==> config.mk <==
export PLATFORM = sky130hd
export DESIGN_NAME = segment_reader_flat
export DESIGN_NICKNAME = d
export VERILOG_FILES = /design/src/rtl/segment_reader_pkg.sv /design/src/rtl/segment_reader_if.sv /design/src/rtl/segment_reader_seg_pattern_decode.sv /design/src/rtl/segment_reader.sv /design/src/flat_wrapper.sv
export SDC_FILE = /design/constraint.sdc
export NUM_CORES = 1
export LEC_CHECK = 0
export BUFFER_PORTS_ARGS = -buffer_cell sky130_fd_sc_hd__buf_2
export CAP_MARGIN = 0
export CORE_UTILIZATION = 57
export CTS_BUF_LIST = sky130_fd_sc_hd__clkbuf_16
export DETAILED_ROUTE_END_ITERATION = 12
export PLACE_DENSITY = 0.79
export SLEW_MARGIN = 20
export SYNTH_ARGS = -nofsm -noshare
export SYNTH_HDL_FRONTEND = slang
export SYNTH_SLANG_ARGS = --single-unit
==> constraint.sdc <==
create_clock -name clk -period 7.5 [get_ports clk]
set_clock_uncertainty 0.15 [all_clocks]
set_input_delay 0 -clock clk [delete_from_list [all_inputs] [get_ports clk]]
set_output_delay 0 -clock clk [all_outputs]
set_load 0.005 [all_outputs]
==> src/rtl/segment_reader_pkg.sv <==
`default_nettype none
// ============================================================================
//  segment_reader_pkg
//  Shared seven-segment pattern/code constants, FSM state type, width helper.
//  Revision: 1.0
// ============================================================================
package segment_reader_pkg;

    localparam int SEG_DP = 7;
    localparam int SEG_G  = 6;
    localparam int SEG_F  = 5;
    localparam int SEG_E  = 4;
    localparam int SEG_D  = 3;
    localparam int SEG_C  = 2;
    localparam int SEG_B  = 1;
    localparam int SEG_A  = 0;

    // Active-high patterns, bit order {g,f,e,d,c,b,a}
    localparam logic [6:0] SEG_PAT_0    = 7'h3F;
    localparam logic [6:0] SEG_PAT_1    = 7'h06;
    localparam logic [6:0] SEG_PAT_2    = 7'h5B;
    localparam logic [6:0] SEG_PAT_3    = 7'h4F;
    localparam logic [6:0] SEG_PAT_4    = 7'h66;
    localparam logic [6:0] SEG_PAT_5    = 7'h6D;
    localparam logic [6:0] SEG_PAT_6    = 7'h7D;
    localparam logic [6:0] SEG_PAT_7    = 7'h07;
    localparam logic [6:0] SEG_PAT_8    = 7'h7F;
    localparam logic [6:0] SEG_PAT_9    = 7'h67;
    localparam logic [6:0] SEG_PAT_A    = 7'h77;
    localparam logic [6:0] SEG_PAT_B    = 7'h7C;
    localparam logic [6:0] SEG_PAT_C    = 7'h39;
    localparam logic [6:0] SEG_PAT_D    = 7'h5E;
    localparam logic [6:0] SEG_PAT_E    = 7'h79;
    localparam logic [6:0] SEG_PAT_F    = 7'h71;
    localparam logic [6:0] SEG_PAT_DASH = 7'h40;
    localparam logic [6:0] SEG_PAT_OFF  = 7'h00;

    localparam logic [4:0] CODE_DASH = 5'b10000;
    localparam logic [4:0] CODE_OFF  = 5'b10001;

    typedef enum logic [1:0] {
        ST_TRACK  = 2'd0,
        ST_COMMIT = 2'd1,
        ST_HOLD   = 2'd2
    } state_e;

    function automatic int idx_width(input int n);
        return (n > 1) ? $clog2(n) : 1;
    endfunction

endpackage
`default_nettype wire

==> src/rtl/segment_reader_if.sv <==
`default_nettype none
// ============================================================================
//  segment_reader_if
//  Display bus being monitored plus the decoded readback results.
//  Revision: 1.0
// ============================================================================
interface segment_reader_if
    import segment_reader_pkg::*;
#(
    parameter int NUM_DIGITS = 4
);
    localparam int IDX_W = idx_width(NUM_DIGITS);

    logic [7:0]              seg_n;
    logic [NUM_DIGITS-1:0]   an_n;
    logic [5*NUM_DIGITS-1:0] code;
    logic [NUM_DIGITS-1:0]   dp;
    logic [NUM_DIGITS-1:0]   invalid;
    logic                    update;
    logic [IDX_W-1:0]        update_digit;

    modport master (
        output seg_n, an_n,
        input  code, dp, invalid, update, update_digit
    );

    modport slave (
        input  seg_n, an_n,
        output code, dp, invalid, update, update_digit
    );
endinterface
`default_nettype wire

==> src/rtl/segment_reader_seg_pattern_decode.sv <==
`default_nettype none
// ============================================================================
//  seg_pattern_decode
//  Combinational active-high 7-segment pattern to {valid, 5-bit code}.
//  Revision: 1.0
// ============================================================================
module seg_pattern_decode
    import segment_reader_pkg::*;
(
    input  logic [6:0] pat_i,
    output logic       valid_o,
    output logic [4:0] code_o
);

    always_comb begin
        valid_o = 1'b1;
        code_o  = CODE_OFF;
        case (pat_i)
            SEG_PAT_0:    code_o = 5'd0;
            SEG_PAT_1:    code_o = 5'd1;
            SEG_PAT_2:    code_o = 5'd2;
            SEG_PAT_3:    code_o = 5'd3;
            SEG_PAT_4:    code_o = 5'd4;
            SEG_PAT_5:    code_o = 5'd5;
            SEG_PAT_6:    code_o = 5'd6;
            SEG_PAT_7:    code_o = 5'd7;
            SEG_PAT_8:    code_o = 5'd8;
            SEG_PAT_9:    code_o = 5'd9;
            SEG_PAT_A:    code_o = 5'd10;
            SEG_PAT_B:    code_o = 5'd11;
            SEG_PAT_C:    code_o = 5'd12;
            SEG_PAT_D:    code_o = 5'd13;
            SEG_PAT_E:    code_o = 5'd14;
            // "F" and 15 share this pattern; 15 is reported
            SEG_PAT_F:    code_o = 5'd15;
            SEG_PAT_DASH: code_o = CODE_DASH;
            SEG_PAT_OFF:  code_o = CODE_OFF;
            default:      valid_o = 1'b0;
        endcase
    end

endmodule
`default_nettype wire

==> src/rtl/segment_reader.sv <==
`default_nettype none
// ============================================================================
//  segment_reader
//  Debounced readback of a multiplexed active-low 7-segment bus into codes.
//  Revision: 1.0
// ============================================================================
module segment_reader
    import segment_reader_pkg::*;
#(
    parameter int NUM_DIGITS    = 4,
    parameter int STABLE_CYCLES = 4
)(
    input  logic             clk,
    input  logic             rst_n,
    segment_reader_if.slave  bus
);

    localparam int         IDX_W = idx_width(NUM_DIGITS);
    localparam int         SMP_W = NUM_DIGITS + 8;
    localparam logic [7:0] C_SAT = 8'(STABLE_CYCLES);
    localparam logic [7:0] C_CMT = 8'(STABLE_CYCLES - 2);
    localparam logic [NUM_DIGITS-1:0] C_ONE = NUM_DIGITS'(1);

    logic [SMP_W-1:0]      sample_q, sample_d;
    logic [7:0]            cnt_q, cnt_d;
    state_e                state_q, state_d;
    logic                  update_q;
    logic [IDX_W-1:0]      update_digit_q;

    logic [SMP_W-1:0]      w_in;
    logic                  w_commit;
    logic [NUM_DIGITS-1:0] w_an_s;
    logic [7:0]            w_seg_s;
    logic [NUM_DIGITS-1:0] w_act;
    logic                  w_onehot;
    logic [IDX_W-1:0]      w_idx;
    logic                  w_dec_valid;
    logic [4:0]            w_dec_code;
    logic                  w_new_dp;
    logic [NUM_DIGITS-1:0] w_chg;

    assign w_in    = {bus.an_n, bus.seg_n};
    assign w_an_s  = sample_q[SMP_W-1:8];
    assign w_seg_s = sample_q[7:0];

    always_ff @(posedge clk or negedge rst_n) begin
        if (!rst_n) begin
            sample_q <= '1;
            cnt_q    <= '0;
            state_q  <= ST_TRACK;
        end else begin
            sample_q <= sample_d;
            cnt_q    <= cnt_d;
            state_q  <= state_d;
        end
    end

    // Any input change restarts the count; a commit fires once per stable run
    always_comb begin
        sample_d = sample_q;
        cnt_d    = cnt_q;
        state_d  = state_q;
        w_commit = 1'b0;
        if (w_in != sample_q) begin
            sample_d = w_in;
            cnt_d    = '0;
            state_d  = ST_TRACK;
        end else begin
            if (cnt_q != C_SAT) begin
                cnt_d = cnt_q + 8'd1;
            end
            case (state_q)
                ST_TRACK: begin
                    if (cnt_q == C_CMT) begin
                        state_d  = ST_COMMIT;
                        w_commit = 1'b1;
                    end
                end
                ST_COMMIT: state_d = ST_HOLD;
                ST_HOLD:   state_d = ST_HOLD;
                default:   state_d = ST_TRACK;
            endcase
        end
    end

    assign w_act    = ~w_an_s;
    assign w_onehot = (w_act != '0) && ((w_act & (w_act - C_ONE)) == '0);

    always_comb begin
        w_idx = '0;
        for (int i = 0; i < NUM_DIGITS; i++) begin
            if (w_act[i]) begin
                w_idx = IDX_W'(i);
            end
        end
    end

    seg_pattern_decode u_decode (
        .pat_i   (~w_seg_s[SEG_G:SEG_A]),
        .valid_o (w_dec_valid),
        .code_o  (w_dec_code)
    );

    assign w_new_dp = ~w_seg_s[SEG_DP];

    for (genvar i = 0; i < NUM_DIGITS; i++) begin : g_digit
        logic [4:0] code_q;
        logic       dp_q;
        logic       inv_q;
        logic [4:0] w_new_code;
        logic       w_wr;

        // Unknown patterns keep the last good code and only raise the flag
        assign w_new_code = w_dec_valid ? w_dec_code : code_q;
        assign w_wr       = w_commit & w_onehot & w_act[i];
        assign w_chg[i]   = w_wr &&
                            ({w_new_code, w_new_dp, ~w_dec_valid} != {code_q, dp_q, inv_q});

        always_ff @(posedge clk or negedge rst_n) begin
            if (!rst_n) begin
                code_q <= CODE_OFF;
                dp_q   <= 1'b0;
                inv_q  <= 1'b0;
            end else if (w_wr) begin
                code_q <= w_new_code;
                dp_q   <= w_new_dp;
                inv_q  <= ~w_dec_valid;
            end
        end

        assign bus.code[5*i +: 5] = code_q;
        assign bus.dp[i]          = dp_q;
        assign bus.invalid[i]     = inv_q;
    end

    always_ff @(posedge clk or negedge rst_n) begin
        if (!rst_n) begin
            update_q       <= 1'b0;
            update_digit_q <= '0;
        end else begin
            update_q <= |w_chg;
            if (w_commit && w_onehot) begin
                update_digit_q <= w_idx;
            end
        end
    end

    assign bus.update       = update_q;
    assign bus.update_digit = update_digit_q;

endmodule
`default_nettype wire

==> src/flat_wrapper.sv <==
// flat-port wrapper written by rule: the top's interface ports become plain ports
module segment_reader_flat import segment_reader_pkg::*;
#(
    parameter int NUM_DIGITS    = 4,
    parameter int STABLE_CYCLES = 4
)
  (clk, rst_n, bus_seg_n, bus_an_n, bus_code, bus_dp, bus_invalid, bus_update, bus_update_digit);
  segment_reader_if #(.NUM_DIGITS(NUM_DIGITS)) bus_i ();
  input  logic clk;
  input  logic rst_n;
  input wire logic [$bits(bus_i.seg_n)-1:0] bus_seg_n;
  input wire logic [$bits(bus_i.an_n)-1:0] bus_an_n;
  output wire logic [$bits(bus_i.code)-1:0] bus_code;
  output wire logic [$bits(bus_i.dp)-1:0] bus_dp;
  output wire logic [$bits(bus_i.invalid)-1:0] bus_invalid;
  output wire logic [$bits(bus_i.update)-1:0] bus_update;
  output wire logic [$bits(bus_i.update_digit)-1:0] bus_update_digit;
  assign bus_i.seg_n = bus_seg_n;
  assign bus_i.an_n = bus_an_n;
  assign bus_code = bus_i.code;
  assign bus_dp = bus_i.dp;
  assign bus_invalid = bus_i.invalid;
  assign bus_update = bus_i.update;
  assign bus_update_digit = bus_i.update_digit;
  segment_reader #(.NUM_DIGITS(NUM_DIGITS), .STABLE_CYCLES(STABLE_CYCLES)) u_core (.clk(clk), .rst_n(rst_n), .bus(bus_i));
endmodule
# Word-level counts from Yosys, hierarchy flattened
# Index checks and enable logic that the tools add are counted.
dict set report classes {
  addsub 2
  n_mux 17
  n_eq_ne 27
  n_reduce_logical 14
  bitwise_logic 10
}
# cell n
set op_table {}
lappend op_table {{7-bit equality test, second input constant} 13}
lappend op_table {{5-bit case mux with 17 select lines} 1}
lappend op_table {{7-bit inequality test} 4}
lappend op_table {{5-bit two-way mux} 4}
lappend op_table {{18-bit OR reduction} 1}
lappend op_table {{8-bit two-way mux} 2}
lappend op_table {{7-bit by 3-bit equality test with 1-bit output, second input constant} 2}
lappend op_table {{7-bit by 6-bit equality test with 1-bit output, second input constant} 2}
lappend op_table {{12-bit inequality test} 1}
lappend op_table {{8-bit by 1-bit adder with 8-bit output, second input constant} 1}
lappend op_table {{8-bit by 2-bit equality test with 1-bit output, second input constant} 1}
lappend op_table {{2-bit two-way mux} 4}
lappend op_table {{8-bit by 3-bit inequality test with 1-bit output, second input constant} 1}
lappend op_table {{7-bit zero test} 1}
lappend op_table {{7-bit inverter} 1}
lappend op_table {{1-bit logical AND} 6}
lappend op_table {{1-bit bitwise AND} 5}
lappend op_table {{1-bit two-way mux} 5}
lappend op_table {{4-bit bitwise AND} 1}
lappend op_table {{4-bit zero test} 1}
lappend op_table {{4-bit inverter} 1}
lappend op_table {{2-bit case mux with 2 select lines} 1}
lappend op_table {{4-bit nonzero test} 1}
lappend op_table {{4-bit OR reduction} 1}
lappend op_table {{8 further kinds} 9}
dict set report word_totals {
  output_inout_bits 31
  ff_bits 53
  input_bits 14
  word_cells 87
}

# Depth between registers and ports, before layout
# Gate-level depths: netlist of the first run.
dict set report logic_depth {
  ltp_word 9
  mapped_depth 11
}

# Modules after synthesis
# Synthesis of the first run repeated with hierarchy kept, for this count alone.
dict set report hier_totals {
  hier_cells 320
  area_unflattened_um2 3285.7
}
# module area_each_um2 seq_area_each_um2 cells_per_inst instances
set modules_own_cells {}
lappend modules_own_cells {segment_reader 2846.5 1351.3 253 1}
lappend modules_own_cells {seg_pattern_decode 439.2 0.0 67 1}

# Worst setup path before layout of the first run
# No wires, ideal clock.
dict set report synth_timing {
  path_kind {register to register}
  startpoint {register u_core.sample_q[7]}
  endpoint {register u_core.g_digit[2].code_q[3]}
  n_path_buf 3
  stages_incl_launch_ff 12
  synth_period_minus_slack_ns 2.954
  slack_ns 4.546
  setup_ns 0.128
  arrival_ns 2.677
  cell_sequence {dfstp_2 clkbuf_1 xor2_1 nor4_1 nand3_1 nor2_1 nand3_1 buf_2 or2_1 buf_2 nor2_4 mux2_1}
}
dict set report synth_between {
  elab_chain_len 4
}
# item line_no
set synth_lines {}
lappend synth_lines {{start: declaration} segment_reader.sv:24} ;# logic [SMP_W-1:0] sample_q, sample_d;
lappend synth_lines {{start signal: assignment} segment_reader.sv:52} ;# sample_q <= sample_d;
lappend synth_lines {{12-bit inequality test} segment_reader.sv:64} ;# if (w_in != sample_q) begin
lappend synth_lines {{1-bit two-way mux} segment_reader.sv:64}
lappend synth_lines {{1-bit bitwise AND (2 in series)} segment_reader.sv:115} ;# assign w_wr = w_commit & w_onehot & w_act[i];
lappend synth_lines {{end signal: assignment} segment_reader.sv:125} ;# code_q <= w_new_code;
lappend synth_lines {{end: declaration} segment_reader.sv:107} ;# logic [4:0] code_q;
# No other way between the ends.
# A chain may end at the register's enable or synchronous reset.

# Worst setup path after layout of the first run
dict set report layout_timing {
  startpoint {register u_core.sample_q[3]}
  endpoint {register u_core.g_digit[3].code_q[3]}
}
dict set report layout_between {
  elab_chain_len 5
}
# item line_no
set layout_lines {}
lappend layout_lines {{7-bit inverter} segment_reader.sv:99} ;# .pat_i (~w_seg_s[SEG_G:SEG_A]),
lappend layout_lines {{7-bit equality test, or another cell as far along} segment_reader_seg_pattern_decode.sv:18} ;# case (pat_i)
lappend layout_lines {{18-bit OR reduction (no source line)} n/a}
lappend layout_lines {{1-bit two-way mux} segment_reader_seg_pattern_decode.sv:18}
lappend layout_lines {{5-bit two-way mux} segment_reader.sv:114} ;# assign w_new_code = w_dec_valid ? w_dec_code : code_q;
lappend layout_lines {{end signal: assignment} segment_reader.sv:125}
lappend layout_lines {{end: declaration} segment_reader.sv:107}
# Several ways; a longest one is shown, not always the timed one.

==> flow_metrics.tcl, run 1 <==
set metrics [dict create \
    status "finished, final reports clean" \
    synthTopCellsByArea "dfrtp_1 (26%), dfstp_2 (17%), xor2_1 (5.5%)" \
    initialDrtViolationCount 200 \
    core_um2 5238 \
    synth_edf_count 0 \
    die_y_um 76.48 \
    dieArea_um2 5849 \
    die_x_um 76.48 \
    clk_latency_ns 0.29 \
    setup_viol 0 \
    cp.arrival_ns 3.37 \
    drv_slew 0 \
    diodes 0 \
    rrSetupSlack_ns 4.16 \
    leakage_nw 1.608 \
    synth_cells 325 \
    vias_per_cell 5.757 \
    grt_pass1_wl_um 11520 \
    grt_max_degree 54 \
    drtPass1Iterations 4 \
    endpoint_kind "register" \
    dp.cells 403 \
    synth_top_area_cell "dfrtp_1" \
    grt_antenna_before_repair 0 \
    cts-resized-gates 0 \
    ff2ff_path_depth 8 \
    seq_area_um2 1351 \
    overflow 0 \
    r2r-end "u_core.g_digit[3].code_q[3]" \
    async_flop_share_pct 100.0 \
    post_drt_wl_per_cell_um 16.14 \
    first_global_vias 2411 \
    via_count 2441 \
    row_count 26 \
    detailed_place_hpwl_um 4779 \
    drive_above_1_share_pct 26.27 \
    worstSetupPathType "register to register" \
    rsz0062_at_grt "false" \
    ys_ff_latch 53 \
    hold_buffers 13 \
    gp_congestion 0.8827 \
    clk_pin_slew_worst_paths_ns 0.07 \
    setup_tns_ns 0 \
    hold_violations 0 \
    ir_worst_vdd_mv 0.1519 \
    io_buffers 44 \
    syn2layout_area_growth_pct 12.03 \
    p_per_area_nw_per_um2 163.9 \
    worstMarginPinSlew_ns 0.6438 \
    path_max_fanout 17 \
    cp-start-kind "register" \
    period_needed_ns 3.345 \
    yosysWarningCount 0 \
    final_nets 371 \
    fin_area_um2 3542 \
    synth_top_area_share_pct 26.12 \
    synthDistinctLibCells 68 \
    syn-num-nets 343 \
    placed_area_um2 3266 \
    hold_path_class "input port to asynchronous set/reset pin" \
    wl_um 6844 \
    ios 45 \
    rr_startpoint "u_core.sample_q[3]" \
    drtAntennaViolNets 0 \
    stdcell_count 424 \
    cp_data_required_time_ns 7.52 \
    synth-main-ff-cell "dfrtp_1" \
    fmax_mhz 299.0 \
    multi_input_area_um2 1531 \
    clkSinkCount 53 \
    post-cts-setup-buffer-count 0 \
    clockBufferDepth 2 \
    slew_headroom_pct 57.08 \
    cts_tree "done" \
    cts_buffers 5 \
    fillerInstances 424 \
    initial_utilization_pct 60.37 \
    avgSynthCellArea_um2 9.729 \
    seq_area_frac_synth_pct 42.74 \
    drc 0 \
    syn_area_um2 3162 \
    period_share_pct 44.60 \
    root_buffer "clkbuf_16" \
    grtUsageTotal_pct 24.62 \
    cap_violations 0 \
    p_total_w 0.0005805 \
    cts.htree.levels 2 \
    hold_ws_ns 0.2052 \
]
==> through the flow <==
step | setup slack (ns) | utilization [%]
global route | 3.830 | 67.63
finish | 4.155 | 67.63
detailed placement | 4.172 | 62.35
CTS | 4.168 | 67.63
global placement | 4.250 | 62.35
floorplan | 4.546 | -
==> state kept, by name (all words and copies together), names as in the netlist <==
name                     cells
u_core.g_digit.code_q       20
u_core.cnt_q                 8
u_core.sample_q             12
u_core.bus.update_digit      2
u_core.g_digit.dp_q          4
u_core.g_digit.inv_q         4
u_core.state_q               2
u_core.bus.update            1
==> report_power, final <==
| group | leakage (nW) | switching [W] | internal [W] |
|---|---|---|---|
| clock network | 0.0718 | 0.000102 | 0.000124 |
| logic | 0.903 | 0.0000276 | 0.0000222 |
| registers | 0.634 | 0.0000121 | 0.000292 |
==> cell families (layout without fill, tap and decap cells) <==
group / count (synthesis) / count (layout) / share of synthesized area, %
AND/OR/NAND/NOR: 108 / 108 / 19.43
AO/OA/AOI/OAI: 63 / 63 / 15.00
adder cells (fa/ha/maj): 4 / 4 / 1.583
buffers and inverters: 55 / 84 / 8.824
flip-flops: 53 / 53 / 42.74
XOR/XNOR: 29 / 29 / 8.033
multiplexers: 13 / 13 / 4.392
==> worst max-delay path by stage <==
stage / cells past startpoint / from / to / slack (ns)
2_1_floorplan: 11 / u_core.sample_q[7] / u_core.g_digit[2].code_q[3] / 4.55
3_3_place_gp: 8 / u_core.sample_q[3] / u_core.g_digit[3].code_q[3] / 4.25
3_5_place_dp: 8 / u_core.sample_q[3] / u_core.g_digit[3].code_q[3] / 4.17
4_1_cts: 8 / u_core.sample_q[3] / u_core.g_digit[3].code_q[3] / 4.17
5_1_grt: 8 / u_core.sample_q[0] / u_core.g_digit[3].code_q[3] / 3.83
6_report: 8 / u_core.sample_q[3] / u_core.g_digit[3].code_q[3] / 4.16
==> placed cells by master (no fill, tap or decap), types with 3 or more instances in the layout <==
master,instances
a21oi_1,13
a221o_1,3
a22o_1,3
a2bb2oi_1,4
and3_1,4
buf_2,44
clkbuf_16,5
dfrtp_1,33
dfstp_2,20
dlygate4sd3_1,13
ha_1,4
inv_1,18
mux2_2,5
mux2i_1,6
nand2_1,21
nand3_1,7
nand4_1,6
nand4b_1,3
nor2_1,26
nor2_2,3
nor3_1,8
nor3b_1,3
nor4_1,4
o21ai_0,12
o22ai_1,4
xnor2_1,9
xor2_1,20
==> synth_stat cells (all sizes together) (3+ instances only) <==
cell,number
mux2,7
and3,5
a22o,3
ha,4
nor3,10
nand4b,3
dfstp,20
nand3,8
nand2,22
nor4,5
inv,18
a221o,3
or2,3
xor2,20
buf,20
o22ai,4
and2,3
nand4,6
dfrtp,33
xnor2,9
nor2,31
o21ai,13
a21oi,13
nor3b,3
mux2i,6
a22oi,3
a2bb2oi,4
clkbuf,17
==> critical path: stages, from the launching register on <==
cell and delay, ns:
dfstp_2 0.73, xor2_1 0.11, nor4_1 0.28, nand3_1 0.34
nor2_1 0.24, nand3_1 0.34, or2_1 0.43, nor2_2 0.24
mux2_2 0.36
==> metal layers <==
metal	track usage [%]	share of wire (%)	up-vias
li1	-	-	1186
met1	33.02	45	1163
met2	41.62	50	86
met3	4.790	5.1	6
met4	4.615	0.63	0
met5	0	0	-
==> area by class of cell <==
type / count / share of cell area [%]
Multi-Input combinational cell: 217 / 43.24
Inverter: 18 / 1.907
Tap cell: 70 / 2.473
Clock inverter: 3 / 0.6005
Sequential cell: 53 / 38.15
Timing Repair Buffer: 58 / 10.10
Clock buffer: 5 / 3.532
(Power assumes the default switching activity.)
==> run 2, diff against run 1 <==
--- a/config.mk
+++ b/config.mk
@@ -7,10 +7,10 @@
 export LEC_CHECK = 0
 export BUFFER_PORTS_ARGS = -buffer_cell sky130_fd_sc_hd__buf_2
 export CAP_MARGIN = 0
-export CORE_UTILIZATION = 57
+export CORE_UTILIZATION = 52
 export CTS_BUF_LIST = sky130_fd_sc_hd__clkbuf_16
 export DETAILED_ROUTE_END_ITERATION = 12
-export PLACE_DENSITY = 0.79
+export PLACE_DENSITY = 0.76
 export SLEW_MARGIN = 20
 export SYNTH_ARGS = -nofsm -noshare
 export SYNTH_HDL_FRONTEND = slang
==> constraint.sdc (replaced) <==
create_clock -name clk -period 2.9 [get_ports clk]
set_clock_uncertainty 0.15 [all_clocks]
set_input_delay 0 -clock clk [delete_from_list [all_inputs] [get_ports clk]]
set_output_delay 0 -clock clk [all_outputs]
set_load 0.005 [all_outputs]
==> run 2 against run 1 <==
- register-to-register slack got worse by 4.1 ns
- design area increased by 17%
- first-iteration DRC count decreased by 1.0%
- critical path type unchanged
- global-route usage increased by 1.1 points
- hold slack got worse by 0.057 ns
- clock-buffer cell count unchanged
- critical path depth increased by 2
- flip-flop and latch count unchanged
- sequential power increased to 2.5 times the previous value
- routed wire length increased by 21%
==> flow_metrics.tcl, run 2 (synthesis gave the netlist of run 1 again) <==
set metrics [dict create \
    crit_path_frequent_cell "buf_4" \
    overflow 0 \
    cp_data_required_time_ns 2.93 \
    final_common_cell "buf_4" \
    leakage_nw 1.962 \
    vias_per_cell 5.750 \
    pwr-share-comb_pct 13.0 \
    ir_worst_vdd_mv 0.3166 \
    core_um2 5886 \
    grtUsageTotal_pct 25.68 \
    post-route-util_pct 70.28 \
    crit_path_max_incr_delay_ns 0.57 \
    detailed_place_hpwl_um 5489 \
    clk_latency_ns 0.30 \
    io_buffers 44 \
    intPower_w 0.001272 \
    drtAntennaViolNets 0 \
    placed_area_um2 3512 \
    clkPwrFrac_pct 40.7 \
    setup_tns_ns 0 \
    fmax_mhz 347.6 \
    layout_common_cells "buf_4 (55), buf_2 (45), dfrtp_1 (33)" \
    die_y_um 79.98 \
    dp.cells 440 \
    p_sw_w 0.0003983 \
    worstSetupPathType "register to register" \
    via_count 2829 \
    syn2layout_area_growth_pct 30.83 \
    drc 0 \
    status "finished, final reports clean" \
    p_seq_share_pct 46.3 \
    final_nets 434 \
    cts_buffers 5 \
    die_x_um 79.98 \
    clk_pin_slew_worst_paths_ns 0.07 \
    slew_headroom_pct 53.21 \
    worst_slack_ns 0.02290 \
    hold_path_class "input port to asynchronous set/reset pin" \
    top_register "u_core.g_digit.code_q" \
    row_count 28 \
    reg_top3 "u_core.g_digit.code_q x20, u_core.sample_q x12, u_core.cnt_q x8" \
    grt_antenna_before_repair 0 \
    grt_pass1_wl_um 12490 \
    fin_area_um2 4136 \
    period_needed_ns 2.877 \
    crit_buf_inv 2 \
    wl_um 8310 \
    largest_reg_flops 20 \
    clockBufferDepth 2 \
    cap_violations 0 \
    endpoint_kind "register" \
    initialDrtViolationCount 198 \
    dp_slack_ns -0.01305 \
    root_buffer "clkbuf_16" \
    diodes 0 \
    cts.htree.levels 2 \
    setup_viol 0 \
    post_drt_wl_per_cell_um 16.89 \
    grt_max_degree 33 \
    drtPass1Iterations 5 \
    cp.arrival_ns 2.90 \
    cp_top_family "simple AND/OR/NAND/NOR gates" \
    stdcell_count 492 \
    slowest_stage "dfstp_2" \
    path_max_fanout 8 \
    first_global_vias 2560 \
    drv_slew 0 \
    rsz0062_at_grt "true" \
    clkSinkCount 53 \
    initial_utilization_pct 53.72 \
    cts_tree "done" \
    switching_share_pct 23.85 \
    worstMarginPinSlew_ns 0.7018 \
    dieArea_um2 6396 \
    p_per_area_nw_per_um2 403.7 \
    period_share_pct 99.21 \
    cp-start-kind "register" \
    drive_above_1_share_pct 40.29 \
    hold_violations 0 \
    ios 45 \
    gp_congestion 0.8996 \
    path_cells "buf_4 > buf_4 > nor4_4 > and3_1 > and3b_4 > nand3_4 > or2_2 > o32ai_1 > a41oi_1 > a2111o_1" \
]
## run 2: cell types whose count changed in the layout (fill, tap and decap cells not counted), moves of 2 or more
cell,before,now
buf_4,1,55
buf_6,0,6
and3_4,0,3
and3_1,4,2
clkbuf_2,0,2
## run 2: through the flow
stage	hold WS (ns)	total power [W]
finish	0.1481	0.001670
global route	0.2119	0.001727
CTS	0.1750	0.001637
detailed placement	-0.05924	0.0009382
global placement	-0.07584	0.0009353
floorplan	-0.4456	0.0008793
## run 2: path summary, 6_finish.rpt
path | endpoint | slack (ns) | cells past startpoint | from
worst max-delay path | u_core.bus.update | 0.02 | 10 | u_core.sample_q[0]
worst min-delay path | u_core.g_digit[2].code_q[3] | 0.15 | 2 | rst_n
worst max register to register | u_core.bus.update | 0.02 | 10 | u_core.sample_q[0]
worst min register to register | u_core.g_digit[0].code_q[0] | 0.35 | 2 | u_core.g_digit[0].code_q[0]
max in group asynchronous | u_core.sample_q[8] | 1.63 | 3 | rst_n
min in group clk | u_core.sample_q[9] | 0.21 | 2 | bus_an_n[1]
## run 2: worst register-to-register path, stage by stage, from the launching register on
cell and delay [ns]:
dfstp_2 0.57, buf_4 0.12, buf_4 0.12, nor4_4 0.05, and3_1 0.22, and3b_4 0.35, nand3_4 0.11, or2_2 0.39
o32ai_1 0.15, a41oi_1 0.18, a2111o_1 0.36
## run 2: timing repair
action / 4_1_cts / 5_1_grt
gates cloned: 0 / 0
resized for setup: 0 / 28
endpoints found under the setup margin: 1 / 2
endpoints found under the hold margin: 24 / 0
hold buffers: 13 / 0
buffers inserted: 7 / 24
pin swaps: 0 / 21
## run 2: per-layer routing
| layer | wire (um) | global-route usage, % | up-vias |
|---|---|---|---|
| met5 | 0 | 0 | - |
| met3 | 475 | 4.343 | 12 |
| met1 | 3467 | 32.92 | 1381 |
| li1 | - | - | 1310 |
| met2 | 4265 | 44.79 | 126 |
| met4 | 102 | 6.429 | 0 |
## run 2: final cells by class
cell class,count,area [um2]
Sequential cell,53,1351
Fill cell,447,1749
Clock buffer,5,125.1
Inverter,18,67.56
Clock inverter,3,46.29
Multi-Input combinational cell,217,1607
Timing Repair Buffer,121,845.8
Tap cell,75,93.84
## run 2: power groups by stage
stage / logic, W / registers (W) / clock network [W]
6_report: 0.000217 / 0.000774 / 0.000680
5_1_grt: 0.000232 / 0.000774 / 0.000721
3_3_place_gp: 0.000143 / 0.000792 / 0
4_1_cts: 0.000169 / 0.000778 / 0.000690
3_5_place_dp: 0.000145 / 0.000793 / 0
2_1_floorplan: 0.000103 / 0.000776 / 0
